**config.mk**
```make
export PLATFORM = sky130hd
export DESIGN_NAME = dds_multi_apply_ctrl
export DESIGN_NICKNAME = d
export VERILOG_FILES = /design/src/rtl/dds_ctrl_pkg.sv /design/src/rtl/dds_ch_seq.sv /design/src/rtl/dds_multi_apply_ctrl.sv
export SDC_FILE = /design/constraint.sdc
export NUM_CORES = 1
export LEC_CHECK = 0
export ABC_AREA = 1
export CORE_MARGIN = 4
export CORE_UTILIZATION = 24
export CTS_BUF_LIST = sky130_fd_sc_hd__clkbuf_4
export CTS_CLUSTER_SIZE = 40
export DETAILED_ROUTE_END_ITERATION = 12
export PLACE_DENSITY_LB_ADDON = 0.05
export SLEW_MARGIN = 30
export SYNTH_ARGS = -nofsm -noshare
export SYNTH_HDL_FRONTEND = slang
export SYNTH_SLANG_ARGS = --single-unit
```
**constraint.sdc**
```tcl
create_clock -name clk -period 2.2 [get_ports clk]
set_input_delay 0.44 -clock clk [delete_from_list [all_inputs] [get_ports clk]]
set_output_delay 0.44 -clock clk [all_outputs]
set_load 0.02 [all_outputs]
```
**src/rtl/dds_ctrl_pkg.sv**
```systemverilog
// Shared types and default widths for the multi-channel DDS apply controller.
package dds_ctrl_pkg;

  typedef enum logic [1:0] {
    IDLE = 2'd0,
    PEND = 2'd1,
    HOLD = 2'd2
  } ch_state_t;

  localparam int unsigned FTW_W      = 32;
  localparam int unsigned WSEL_W     = 3;
  localparam int unsigned PHASE_W    = 12;
  localparam int unsigned HOLD_CNT_W = 8;

endpackage

```
**src/rtl/dds_ch_seq.sv**
```systemverilog
// Per-channel restart sequencer: edge detect, IDLE/PEND/HOLD FSM, hold-off counter,
// single-entry requeue and sticky overrun flag.
module dds_ch_seq
  import dds_ctrl_pkg::*;
#(
  parameter int unsigned HOLDOFF = 4
) (
  input  logic      clk,
  input  logic      rst_n,
  input  logic      restart_req,
  input  logic      go,
  input  logic      overrun_clr,
  output ch_state_t state,
  output logic      apply,
  output logic      overrun
);

  localparam logic [HOLD_CNT_W-1:0] HOLD_LOAD =
    HOLD_CNT_W'((HOLDOFF == 0) ? 0 : HOLDOFF - 1);

  ch_state_t             state_nxt;
  logic                  req_d;
  logic                  trig;
  logic                  requeue, requeue_nxt;
  logic                  overrun_set;
  logic [HOLD_CNT_W-1:0] cnt, cnt_nxt;

  assign trig = restart_req & ~req_d;

  always_ff @(posedge clk or negedge rst_n) begin
    if (!rst_n) begin
      state   <= IDLE;
      req_d   <= 1'b0;
      requeue <= 1'b0;
      cnt     <= '0;
      overrun <= 1'b0;
    end else begin
      state   <= state_nxt;
      req_d   <= restart_req;
      requeue <= requeue_nxt;
      cnt     <= cnt_nxt;
      overrun <= overrun_set | (overrun & ~overrun_clr);
    end
  end

  always_comb begin
    state_nxt   = state;
    cnt_nxt     = cnt;
    requeue_nxt = requeue;
    apply       = 1'b0;
    overrun_set = 1'b0;
    case (state)
      IDLE: if (trig) state_nxt = PEND;
      PEND: begin
        if (go) begin
          apply = 1'b1;
          if (HOLDOFF == 0) begin
            state_nxt = IDLE;
          end else begin
            state_nxt = HOLD;
            cnt_nxt   = HOLD_LOAD;
          end
        end
      end
      HOLD: begin
        if (trig) begin
          if (requeue) overrun_set = 1'b1;
          else         requeue_nxt = 1'b1;
        end
        // A trigger landing on the expiry cycle still re-enters PEND.
        if (cnt == '0) begin
          state_nxt   = (requeue | trig) ? PEND : IDLE;
          requeue_nxt = 1'b0;
        end else begin
          cnt_nxt = cnt - HOLD_CNT_W'(1);
        end
      end
      default: state_nxt = IDLE;
    endcase
  end

endmodule

```
**src/rtl/dds_multi_apply_ctrl.sv**
```systemverilog
// Multi-channel DDS restart/apply controller: per-channel sequencers, lock-step group go,
// and config capture registers. Optional phase capture under macro DDS_PHASE_OFS_EN.
module dds_multi_apply_ctrl
  import dds_ctrl_pkg::*;
#(
  parameter int unsigned NUM_CH  = 2,
  parameter int unsigned FTW_W   = dds_ctrl_pkg::FTW_W,
  parameter int unsigned WSEL_W  = dds_ctrl_pkg::WSEL_W,
  parameter int unsigned PHASE_W = dds_ctrl_pkg::PHASE_W,
  parameter int unsigned HOLDOFF = 4
) (
  input  logic                      clk,
  input  logic                      rst_n,
  input  logic [NUM_CH-1:0]         restart_req,
  input  logic [NUM_CH*WSEL_W-1:0]  cfg_wave_sel,
  input  logic [NUM_CH*FTW_W-1:0]   cfg_ftw,
  input  logic [NUM_CH*PHASE_W-1:0] cfg_phase,
  input  logic                      sync_mode,
  input  logic [NUM_CH-1:0]         core_ready,
  input  logic                      overrun_clr,
  output logic [NUM_CH*WSEL_W-1:0]  wave_sel_out,
  output logic [NUM_CH*FTW_W-1:0]   ftw_out,
  output logic [NUM_CH*PHASE_W-1:0] phase_out,
  output logic [NUM_CH-1:0]         apply_pulse,
  output logic [NUM_CH-1:0]         busy,
  output logic [NUM_CH-1:0]         overrun
);

  ch_state_t         st [NUM_CH];
  logic [NUM_CH-1:0] go;
  logic [NUM_CH-1:0] apply;
  logic [NUM_CH-1:0] in_pend;
  logic [NUM_CH-1:0] grp_ok;
  logic              group_go;

  // Group fires only when no channel is holding and every pending channel is ready.
  always_comb begin
    in_pend = '0;
    grp_ok  = '0;
    busy    = '0;
    for (int unsigned i = 0; i < NUM_CH; i++) begin
      in_pend[i] = (st[i] == PEND);
      grp_ok[i]  = (st[i] == IDLE) | (in_pend[i] & core_ready[i]);
      busy[i]    = (st[i] != IDLE);
    end
    group_go = (&grp_ok) & (|in_pend);
    go       = sync_mode ? {NUM_CH{group_go}} : core_ready;
  end

  for (genvar g = 0; g < NUM_CH; g++) begin : g_ch
    dds_ch_seq #(.HOLDOFF(HOLDOFF)) u_seq (
      .clk         (clk),
      .rst_n       (rst_n),
      .restart_req (restart_req[g]),
      .go          (go[g]),
      .overrun_clr (overrun_clr),
      .state       (st[g]),
      .apply       (apply[g]),
      .overrun     (overrun[g])
    );
  end

  assign apply_pulse = apply;

  always_ff @(posedge clk or negedge rst_n) begin
    if (!rst_n) begin
      wave_sel_out <= '0;
      ftw_out      <= '0;
    end else begin
      for (int unsigned i = 0; i < NUM_CH; i++) begin
        if (apply[i]) begin
          wave_sel_out[i*WSEL_W +: WSEL_W] <= cfg_wave_sel[i*WSEL_W +: WSEL_W];
          ftw_out[i*FTW_W +: FTW_W]        <= cfg_ftw[i*FTW_W +: FTW_W];
        end
      end
    end
  end

`ifdef DDS_PHASE_OFS_EN
  always_ff @(posedge clk or negedge rst_n) begin
    if (!rst_n) begin
      phase_out <= '0;
    end else begin
      for (int unsigned i = 0; i < NUM_CH; i++) begin
        if (apply[i]) phase_out[i*PHASE_W +: PHASE_W] <= cfg_phase[i*PHASE_W +: PHASE_W];
      end
    end
  end
`else
  logic unused_phase;
  assign unused_phase = ^cfg_phase;
  assign phase_out    = '0;
`endif

endmodule

```
==> results.toml, run 1 <==
[run_status]
status = "finished clean"

[worst_setup_path]
setup.worst_path.start_class = "flip-flop"
crit_arrival_ns = 1.65
path_class = "flip-flop to output port"
cpPeakStageDelay_ns = 0.61
cp-end-kind = "output port"
critical-path-top-delay-family = "buffers and inverters"
crit_chain = "inv_2 -> nand2_1 -> clkdlybuf4s50_1"
crit_buf_inv = 2
crit_fanout = 4
required_ns = 1.76
slowest_stage = "clkdlybuf4s50_1"

[die]
die_area_um2 = 19900
start_util_pct = 24.5
rows = 48
die_x_um = 141
ios = 202
core_area_um2 = 17400
fp.dieH_um = 141

[logic_synthesis]
synth_ff_type = "dfrtp_1"
synthesis.area_um2 = 4260
yosysUniqueCellTypes = 23
avgSynthCellArea_um2 = 8.17
synth_most_common_cell = "nand2_1"
ys_top_cells_by_area = "dfrtp_1 56%, nand2_1 25%, buf_4 6.0%, inv_1 2.4%, nor2_1 2.3%"
synth_seq_area_share_pct = 56.4
ys_ff_latch = 96
ys_warn_count = 0
yosys-top-cells-count = "278 x nand2_1, 96 x dfrtp_1, 34 x buf_4"
yosysTopAreaCell = "dfrtp_1"
synth_top_area_share_pct = 56.4
synth_cells = 521
async_reset_ff_share_pct = 100
synth_edf_count = 0

[global_route]
antenna_found_initial = 1
grt_pass1_wl_um = 19600
grt.total_usage_pct = 12.5
grt.overflow.total = 0
grt_start_max_net_pins = 43
grt_pass1_vias = 3896

[timing]
hold_violations = 0
finClkSkew_ns = 0.0162
setup_viol = 0
min_period_ns = 2.09
finalCritPeriodShare_pct = 95.2
worst_slack_ns = 0.106
relSlewSlack_pct = 61.3
timing.fmax_ghz = 0.478
holdWs_ns = 0.449
tightest_slew_ns = 0.581
drv_slew = 0

[cts]
clockBufferDepth = 2
root_buffer = "clkbuf_4"
cts_buffers = 9
clk_latency_ns = 0.46
numClockSinks = 96
clkTransAtPathRegs_ns = 0.15
cts_tree = "built"
htreeDepth = 3

[routing]
drc = 0
routedWlPerCell_um = 13.2
dr.first_iter.drc_count = 96
firstDrtPassIters = 4
via_per_inst = 4.02
num_vias = 3703
ant_nets = 0
wl_um = 12100

[worst_hold_path]
hold_class = "input port to flip-flop"

[layout]
finalNonFillerCells = 921
area_growth_pct = 45.9
utilization_pct = 35.8
drive_gt1_share_pct = 7.48
nets = 795

[run]
max_cap_violations = 0

[pwr]
vdd_ir_drop_max_v = 0.000418
p_leak_nw = 3.14
pwr_density_cell_nw_per_um2 = 1340

[placed_design]
place_inst = 897
hpwl_um = 8900
dp_slack_ns = 0.143
place_congestion = 0.729
port_buffers = 153
-- registers in the layout (all words and copies together), names as in the netlist --
register            flops
g_ch.u_seq.requeue      2
g_ch.u_seq.cnt         16
g_ch.u_seq.overrun      2
ftw_out                64
g_ch.u_seq.req_d        2
g_ch.u_seq.state        4
wave_sel_out            6
-- what timing repair did --
| item | CTS | global route |
|---|---|---|
| buffers inserted | 2 | 5 |
| endpoints found under the hold margin | 38 | 0 |
| gates resized for setup | 3 | 8 |
| setup endpoints to repair | 2 | 3 |
| hold buffers | 1 | 0 |
| pin swaps | 1 | 2 |
-- power breakdown --
group	total (W)	switching [W]	internal, W
clock	0.000957	0.000622	0.000335
sequential	0.00295	0.000440	0.00251
combinational	0.00440	0.00246	0.00194
total	0.00830	0.00352	0.00478
-- layout make-up --
| type | instances | area, um2 |
|---|---|---|
| multi-input combinational | 377 | 1570 |
| timing repair buffer | 176 | 1710 |
| clock inverter | 6 | 61.3 |
| clock buffer | 9 | 67.6 |
| antenna | 1 | 2.50 |
| inverter | 31 | 119 |
| sequential | 96 | 2400 |
| fill | 1781 | 11100 |
| tap | 225 | 282 |
-- worst paths after layout --
check                                                    from                                to  slack (ns)  cells past startpoint
hold reg to reg              g_ch[1].u_seq.cnt[1]$_DFFE_PN0P_  g_ch[1].u_seq.cnt[1]$_DFFE_PN0P_        0.49                      2
setup / recovery           g_ch[0].u_seq.state[1]$_DFFE_PN0P_                           busy[0]        0.11                      3
setup reg to reg             g_ch[0].u_seq.cnt[0]$_DFFE_PN0P_  g_ch[0].u_seq.cnt[1]$_DFFE_PN0P_        0.41                      8
min in group asynchronous                               rst_n            ftw_out[0]$_DFFE_PN0P_        0.50                      2
max in group asynchronous                               rst_n            ftw_out[5]$_DFFE_PN0P_        0.98                      3
hold / removal                                 restart_req[1]     g_ch[1].u_seq.req_d$_DFF_PN0_        0.45                      1
-- cells by family after synthesis --
| family | Yosys count | synth area share [%] |
|---|---|---|
| other cells | 1 | 0.0881 |
| flops | 96 | 56.4 |
| compound gates | 16 | 2.29 |
| buf+inv | 71 | 9.26 |
| simple gates | 327 | 29.7 |
| xor+xnor | 8 | 1.65 |
| fa+ha+maj | 2 | 0.588 |
-- routing by layer --
| layer | global-route usage, % | up-vias | routed length [um] |
|---|---|---|---|
| met2 | 20.1 | 100 | 5520 |
| met5 | 0 | - | 0 |
| met4 | 4.59 | 0 | 190 |
| met3 | 4.95 | 11 | 1080 |
| met1 | 15.0 | 1727 | 5350 |
| li1 | - | 1865 | - |
-- cells in the final DEF, fill, tap and decap left out, types with 2 or more instances in the layout --
cell,synthesis,layout
a21oi_1,3,3
buf_4,34,23
buf_6,0,2
clkbuf_4,0,9
clkdlybuf4s50_1,0,149
clkinv_1,0,2
clkinvlp_4,0,2
conb_1,1,24
dfrtp_1,96,96
ha_1,2,2
inv_1,27,26
inv_2,4,4
nand2_1,278,276
nand2_2,2,4
nand3_1,16,16
nor2_1,26,24
nor2_2,3,3
nor2_4,0,2
o21ai_0,5,5
o22ai_1,3,3
o31ai_1,2,2
xnor2_1,2,2
xor2_1,6,6
-- through the flow --
stage / TNS, ns / power [W] / area [um2]
final: 0 / 0.00830 / 6210
after global routing: -0.0115 / 0.00902 / 6210
after CTS: 0 / 0.00838 / 6150
after detailed placement: 0 / 0.00732 / 5980
after global placement: 0 / 0.00731 / 5980
after floorplan: 0 / 0.00535 / 4340
Power figures use the tool's default switching activity.
==> inputs of run 2 (changes only) <==
--- a/config.mk
+++ b/config.mk
@@ -6,11 +6,12 @@
 export NUM_CORES = 1
 export LEC_CHECK = 0
 export ABC_AREA = 1
-export CORE_MARGIN = 4
+export CORE_MARGIN = 1.5
 export CORE_UTILIZATION = 24
 export CTS_BUF_LIST = sky130_fd_sc_hd__clkbuf_4
 export CTS_CLUSTER_SIZE = 40
 export DETAILED_ROUTE_END_ITERATION = 12
+export GPL_ROUTABILITY_DRIVEN = 0
 export PLACE_DENSITY_LB_ADDON = 0.05
 export SLEW_MARGIN = 30
 export SYNTH_ARGS = -nofsm -noshare
==> run 2 against run 1 <==
Against the previous run:
- largest cell class unchanged
- clock power up 12%
- core utilization increased by 0.31 points
- routed wire length is 4.0% lower
- critical path depth increased by 6
- setup slack better by 0.027 ns
- cell area up 0.50%
- flip-flop and latch count stayed put
- via count fell by 0.81%
- first-iteration DRC count is 50% higher
- critical path type unchanged
- cell count is 0.11% lower
- sequential power about the same
- non-clock buffer count is 2 lower
==> results.toml, run 2 (synthesized netlist as in run 1, its figures left out) <==
[routing]
dr.first_iter.drc_count = 144
wl_um = 11700
drc = 0
via_per_inst = 3.99
ant_nets = 0
firstDrtPassIters = 4
num_vias = 3673
routedWlPerCell_um = 12.7

[pwr]
vdd_ir_drop_max_v = 0.000524
finalPower_w = 0.00838
p_leak_nw = 3.16
pwr_density_cell_nw_per_um2 = 1340

[layout]
finalNonFillerCells = 920
largest_reg_flops = 64
drive_gt1_share_pct = 7.64
largestRegisters = "ftw_out x64, g_ch.u_seq.cnt x16, wave_sel_out x6"
regMostFlops = "ftw_out"
fin_area_um2 = 6240
area_growth_pct = 46.6
nFillCells = 1800
final_common_cell = "nand2_1"
layout_common_cells = "276 x nand2_1, 149 x clkdlybuf4s50_1, 95 x dfrtp_1, 26 x inv_1"
seq_area_um2 = 2400
nets = 793
multi_input_area_um2 = 1570

[worst_setup_path]
cp-end-kind = "output port"
critical-path-top-delay-family = "flip-flops"
cpPeakStageDelay_ns = 0.44
slowest_stage = "dfrtp_1"
path_class = "flip-flop to output port"
worst-r2r-setup-slack_ns = 0.38
crit_arrival_ns = 1.63
setup.worst_path.start_class = "flip-flop"
crit_buf_inv = 3
reg2reg_from = "g_ch[0].u_seq.cnt[0]$_DFFE_PN0P_"
crit_fanout = 3
crit_chain = "nor2_2 -> nand2_1 -> nand2_1 -> nand2_2 -> buf_6 -> nand2_4 -> nand2_4 -> inv_4 -> buf_6"
required_ns = 1.76
reg2reg_depth = 8
rr_endpoint = "g_ch[0].u_seq.cnt[7]$_DFFE_PN0P_"

[timing]
grt_setup_unrepaired = "true"
setup_tns_ns = 0
hold_violations = 0
setup_viol = 0
min_period_ns = 2.07
finClkSkew_ns = 0.0117
holdWs_ns = 0.402
drv_slew = 0
finalCritPeriodShare_pct = 93.9
timing.fmax_ghz = 0.484

[global_route]
grt.total_usage_pct = 13.1
grt_pass1_wl_um = 18600
grt_pass1_vias = 3550
antenna_found_initial = 1
grt.overflow.total = 0
grt_start_max_net_pins = 37

[die]
core_area_um2 = 17300
die_x_um = 136
die_area_um2 = 18500
start_util_pct = 24.6
ios = 202
fp.dieH_um = 136
rows = 48

[cts]
cts_tree = "built"
clockBufferDepth = 2
cts_buffers = 9
clk_latency_ns = 0.46
root_buffer = "clkbuf_4"
numClockSinks = 96
htreeDepth = 3
clkTransAtPathRegs_ns = 0.15

[placed_design]
place_inst = 897
port_buffers = 153
hpwl_um = 8310
dpl_cell_area_um2 = 6000

[worst_hold_path]
hold_class = "input port to async pin"

[run_status]
status = "finished clean"

[run]
max_cap_violations = 0
-- run 2: cell types whose count changed in the layout (fill, tap and decap cells not counted), sizes merged --
cell      delta
clkinvlp     -1
bufinv       +1
buf          -2
clkinv       +1
-- run 2: repair_timing --
item | in CTS | in global routing
gates resized for setup | 7 | 12
pin swaps | 0 | 5
endpoints found under the setup margin | 2 | 3
hold endpoints to repair | 18 | 0
hold buffers | 1 | 0
setup buffers | 3 | 2
-- run 2: layout make-up --
cell class | instances | area share, %
sequential | 96 | 38.5
inverter | 31 | 1.94
clock inverter | 7 | 1.38
tap | 225 | 4.51
clock buffer | 9 | 1.08
antenna | 1 | 0.0401
multi-input combinational | 377 | 25.2
timing repair buffer | 174 | 27.3
-- run 2: worst max-delay path by stage --
stage / start / slack (ns) / cells after the start / endpoint
after floorplan: g_ch[1].u_seq.state[0]$_DFFE_PN0P_ / 0.42 / 10 / apply_pulse[0]
after global placement: sync_mode / -0.32 / 8 / apply_pulse[0]
after detailed placement: sync_mode / -0.29 / 8 / apply_pulse[0]
after CTS: g_ch[1].u_seq.state[1]$_DFFE_PN0P_ / 0.001 / 9 / apply_pulse[1]
after global routing: g_ch[1].u_seq.state[0]$_DFFE_PN0P_ / -0.02 / 9 / apply_pulse[1]
final: g_ch[1].u_seq.state[0]$_DFFE_PN0P_ / 0.13 / 9 / apply_pulse[1]
-- run 2: layer usage --
metal | part of all wire (%) | GRT usage, %
met1 | 44 | 16.4
met2 | 47 | 20.3
met3 | 8.0 | 5.33
met4 | 1.0 | 4.61
met5 | 0 | 0
-- run 2: where the power goes --
group	internal, W	leakage, nW	switching (W)	total, W
clock	0.000452	0.0831	0.000621	0.00107
combinational	0.00192	1.86	0.00243	0.00435
sequential	0.00251	1.21	0.000447	0.00296
total	0.00488	3.16	0.00350	0.00838
-- run 2: metrics by stage --
step / utilization [%] / setup slack (ns)
5_1_grt: 36.1 / -0.0221
2_1_floorplan: - / 0.420
3_5_place_dp: 34.7 / -0.287
4_1_cts: 35.8 / 0.00147
6_report: 36.1 / 0.134
3_3_place_gp: 34.7 / -0.320
==> inputs of run 3 (changes only) <==
--- a/config.mk
+++ b/config.mk
@@ -7,7 +7,7 @@
 export LEC_CHECK = 0
 export ABC_AREA = 1
 export CORE_MARGIN = 1.5
-export CORE_UTILIZATION = 24
+export CORE_UTILIZATION = 42
 export CTS_BUF_LIST = sky130_fd_sc_hd__clkbuf_4
 export CTS_CLUSTER_SIZE = 40
 export DETAILED_ROUTE_END_ITERATION = 12
==> run 3 against run 2 <==
Against the previous run:
- setup slack improved by 0.025 ns
- routed wire length fell by 9.7%
- sequential power hardly changed
- combinational power fell by 3%
- clock skew rose by 0.0056 ns
- first-iteration DRC count grew 18%
- cell area fell by 3.5%
- clock power is essentially flat
- register-to-register slack improved by 0.06 ns
- die area is 42% lower
==> results.toml, run 3 (synthesized netlist as in run 1, its figures left out) <==
[die]
fp.dieH_um = 104
die_area_um2 = 10700
ios = 202
core_area_um2 = 9820
rows = 36
die_x_um = 104
start_util_pct = 43.3

[cts]
htreeDepth = 3
root_buffer = "clkbuf_4"
clkTransAtPathRegs_ns = 0.14
clockBufferDepth = 2
numClockSinks = 96
clk_latency_ns = 0.43
cts_buffers = 9
cts_tree = "built"

[layout]
largestRegisters = "ftw_out x64, g_ch.u_seq.cnt x16, wave_sel_out x6"
regMostFlops = "ftw_out"
final_common_cell = "nand2_1"
largest_reg_flops = 64
layout_common_cells = "278 x nand2_1, 150 x clkdlybuf4s50_1, 96 x dfrtp_1, 26 x inv_1, 25 x nor2_1"
utilization_pct = 61.3
area_growth_pct = 41.4
nets = 784
drive_gt1_share_pct = 5.84
num_antenna_cells = 0

[placed_design]
hpwl_um = 7600
dp_slack_ns = -0.306
port_buffers = 153

[timing]
tightest_slew_ns = 0.552
grt_setup_unrepaired = "false"
setup_viol = 0
finClkSkew_ns = 0.0173
hold_violations = 0
relSlewSlack_pct = 63.2
drv_slew = 0
worst_slack_ns = 0.158
min_period_ns = 2.04
timing.fmax_ghz = 0.490
finalCritPeriodShare_pct = 92.8

[global_route]
grt.total_usage_pct = 20.4
grt.overflow.total = 0
grt_start_max_net_pins = 42
grt_pass1_vias = 3589
grt_pass1_wl_um = 17500
antenna_found_initial = 0

[pwr]
pwr_density_cell_nw_per_um2 = 1370
p_leak_nw = 3.10
finalPower_w = 0.00824
vdd_ir_drop_max_v = 0.000740

[worst_setup_path]
required_ns = 1.76
crit_arrival_ns = 1.60
cpPeakStageDelay_ns = 0.60
crit_buf_inv = 2
cp-end-kind = "output port"
slowest_stage = "clkdlybuf4s50_1"
path_class = "flip-flop to output port"
critical-path-top-delay-family = "buffers and inverters"
crit_chain = "nor2_2 -> inv_1 -> clkdlybuf4s50_1"
crit_fanout = 4
setup.worst_path.start_class = "flip-flop"

[routing]
via_per_inst = 4.45
drc = 0
dr.first_iter.drc_count = 170
wl_um = 10500
num_vias = 3639
ant_nets = 0
routedWlPerCell_um = 12.9
firstDrtPassIters = 4

[run]
max_cap_violations = 0

[worst_hold_path]
hold_class = "input port to flip-flop"

[run_status]
status = "finished clean"
## run 3: changes by cell type in the layout (fill, tap and decap cells not counted), sizes merged
cell           delta
buf               -9
clkinv            -2
diode             -1
clkbuf            +3
clkdlybuf4s50     +1
clkinvlp          -1
dlymetal6s2s      -1
## run 3: area by class of cell
class                   instances  area (um2)
repair buffers                165        1630
clock buffers                  12        90.1
fillers                       915        3800
clock inverters                 4        68.8
inverters                      31         116
flip-flops and latches         96        2400
well taps                     133         166
multi-input cells             377        1550
## run 3: final timing paths
check | startpoint | to | slack (ns) | depth (start not counted)
max in group asynchronous | rst_n | ftw_out[17]$_DFFE_PN0P_ | 1.04 | 3
min in group asynchronous | rst_n | g_ch[0].u_seq.req_d$_DFF_PN0_ | 0.52 | 2
min | restart_req[1] | g_ch[1].u_seq.req_d$_DFF_PN0_ | 0.46 | 1
min reg2reg | g_ch[0].u_seq.cnt[1]$_DFFE_PN0P_ | g_ch[0].u_seq.cnt[1]$_DFFE_PN0P_ | 0.49 | 2
max reg2reg | g_ch[0].u_seq.cnt[0]$_DFFE_PN0P_ | g_ch[0].u_seq.cnt[0]$_DFFE_PN0P_ | 0.44 | 8
max | g_ch[1].u_seq.state[0]$_DFFE_PN0P_ | busy[1] | 0.16 | 3
## run 3: layer usage
layer | vias up | part of all wire (%) | GRT usage (%)
met1 | 1661 | 44 | 25.7
met2 | 116 | 46 | 32.3
met5 | - | 0 | 0
li1 | 1842 | - | -
met3 | 20 | 8.3 | 7.17
met4 | 0 | 2.2 | 7.84
## run 3: per-stage QoR
step	TNS, ns	hold slack, ns	cells	area, um2
global placement	-0.547	0.459	800	5850
detailed placement	-0.562	0.464	800	5850
global route	0	0.435	818	6020
floorplan	0	0.144	544	4340
finish	0	0.465	818	6020
CTS	0	0.435	817	6010
## run 3: power by group
group / internal (W) / leakage [nW] / switching [W]
Combinational: 0.00184 / 1.80 / 0.00239
Sequential: 0.00251 / 1.21 / 0.000445
Clock: 0.000496 / 0.0890 / 0.000566
## run 3: what timing repair did
action / in CTS / in global routing
hold endpoints to repair: 38 / 0
setup endpoints to repair: 2 / 3
gates resized for setup: 8 / 5
hold buffers: 1 / 0
setup buffers: 0 / 1
pin swaps: 0 / 0
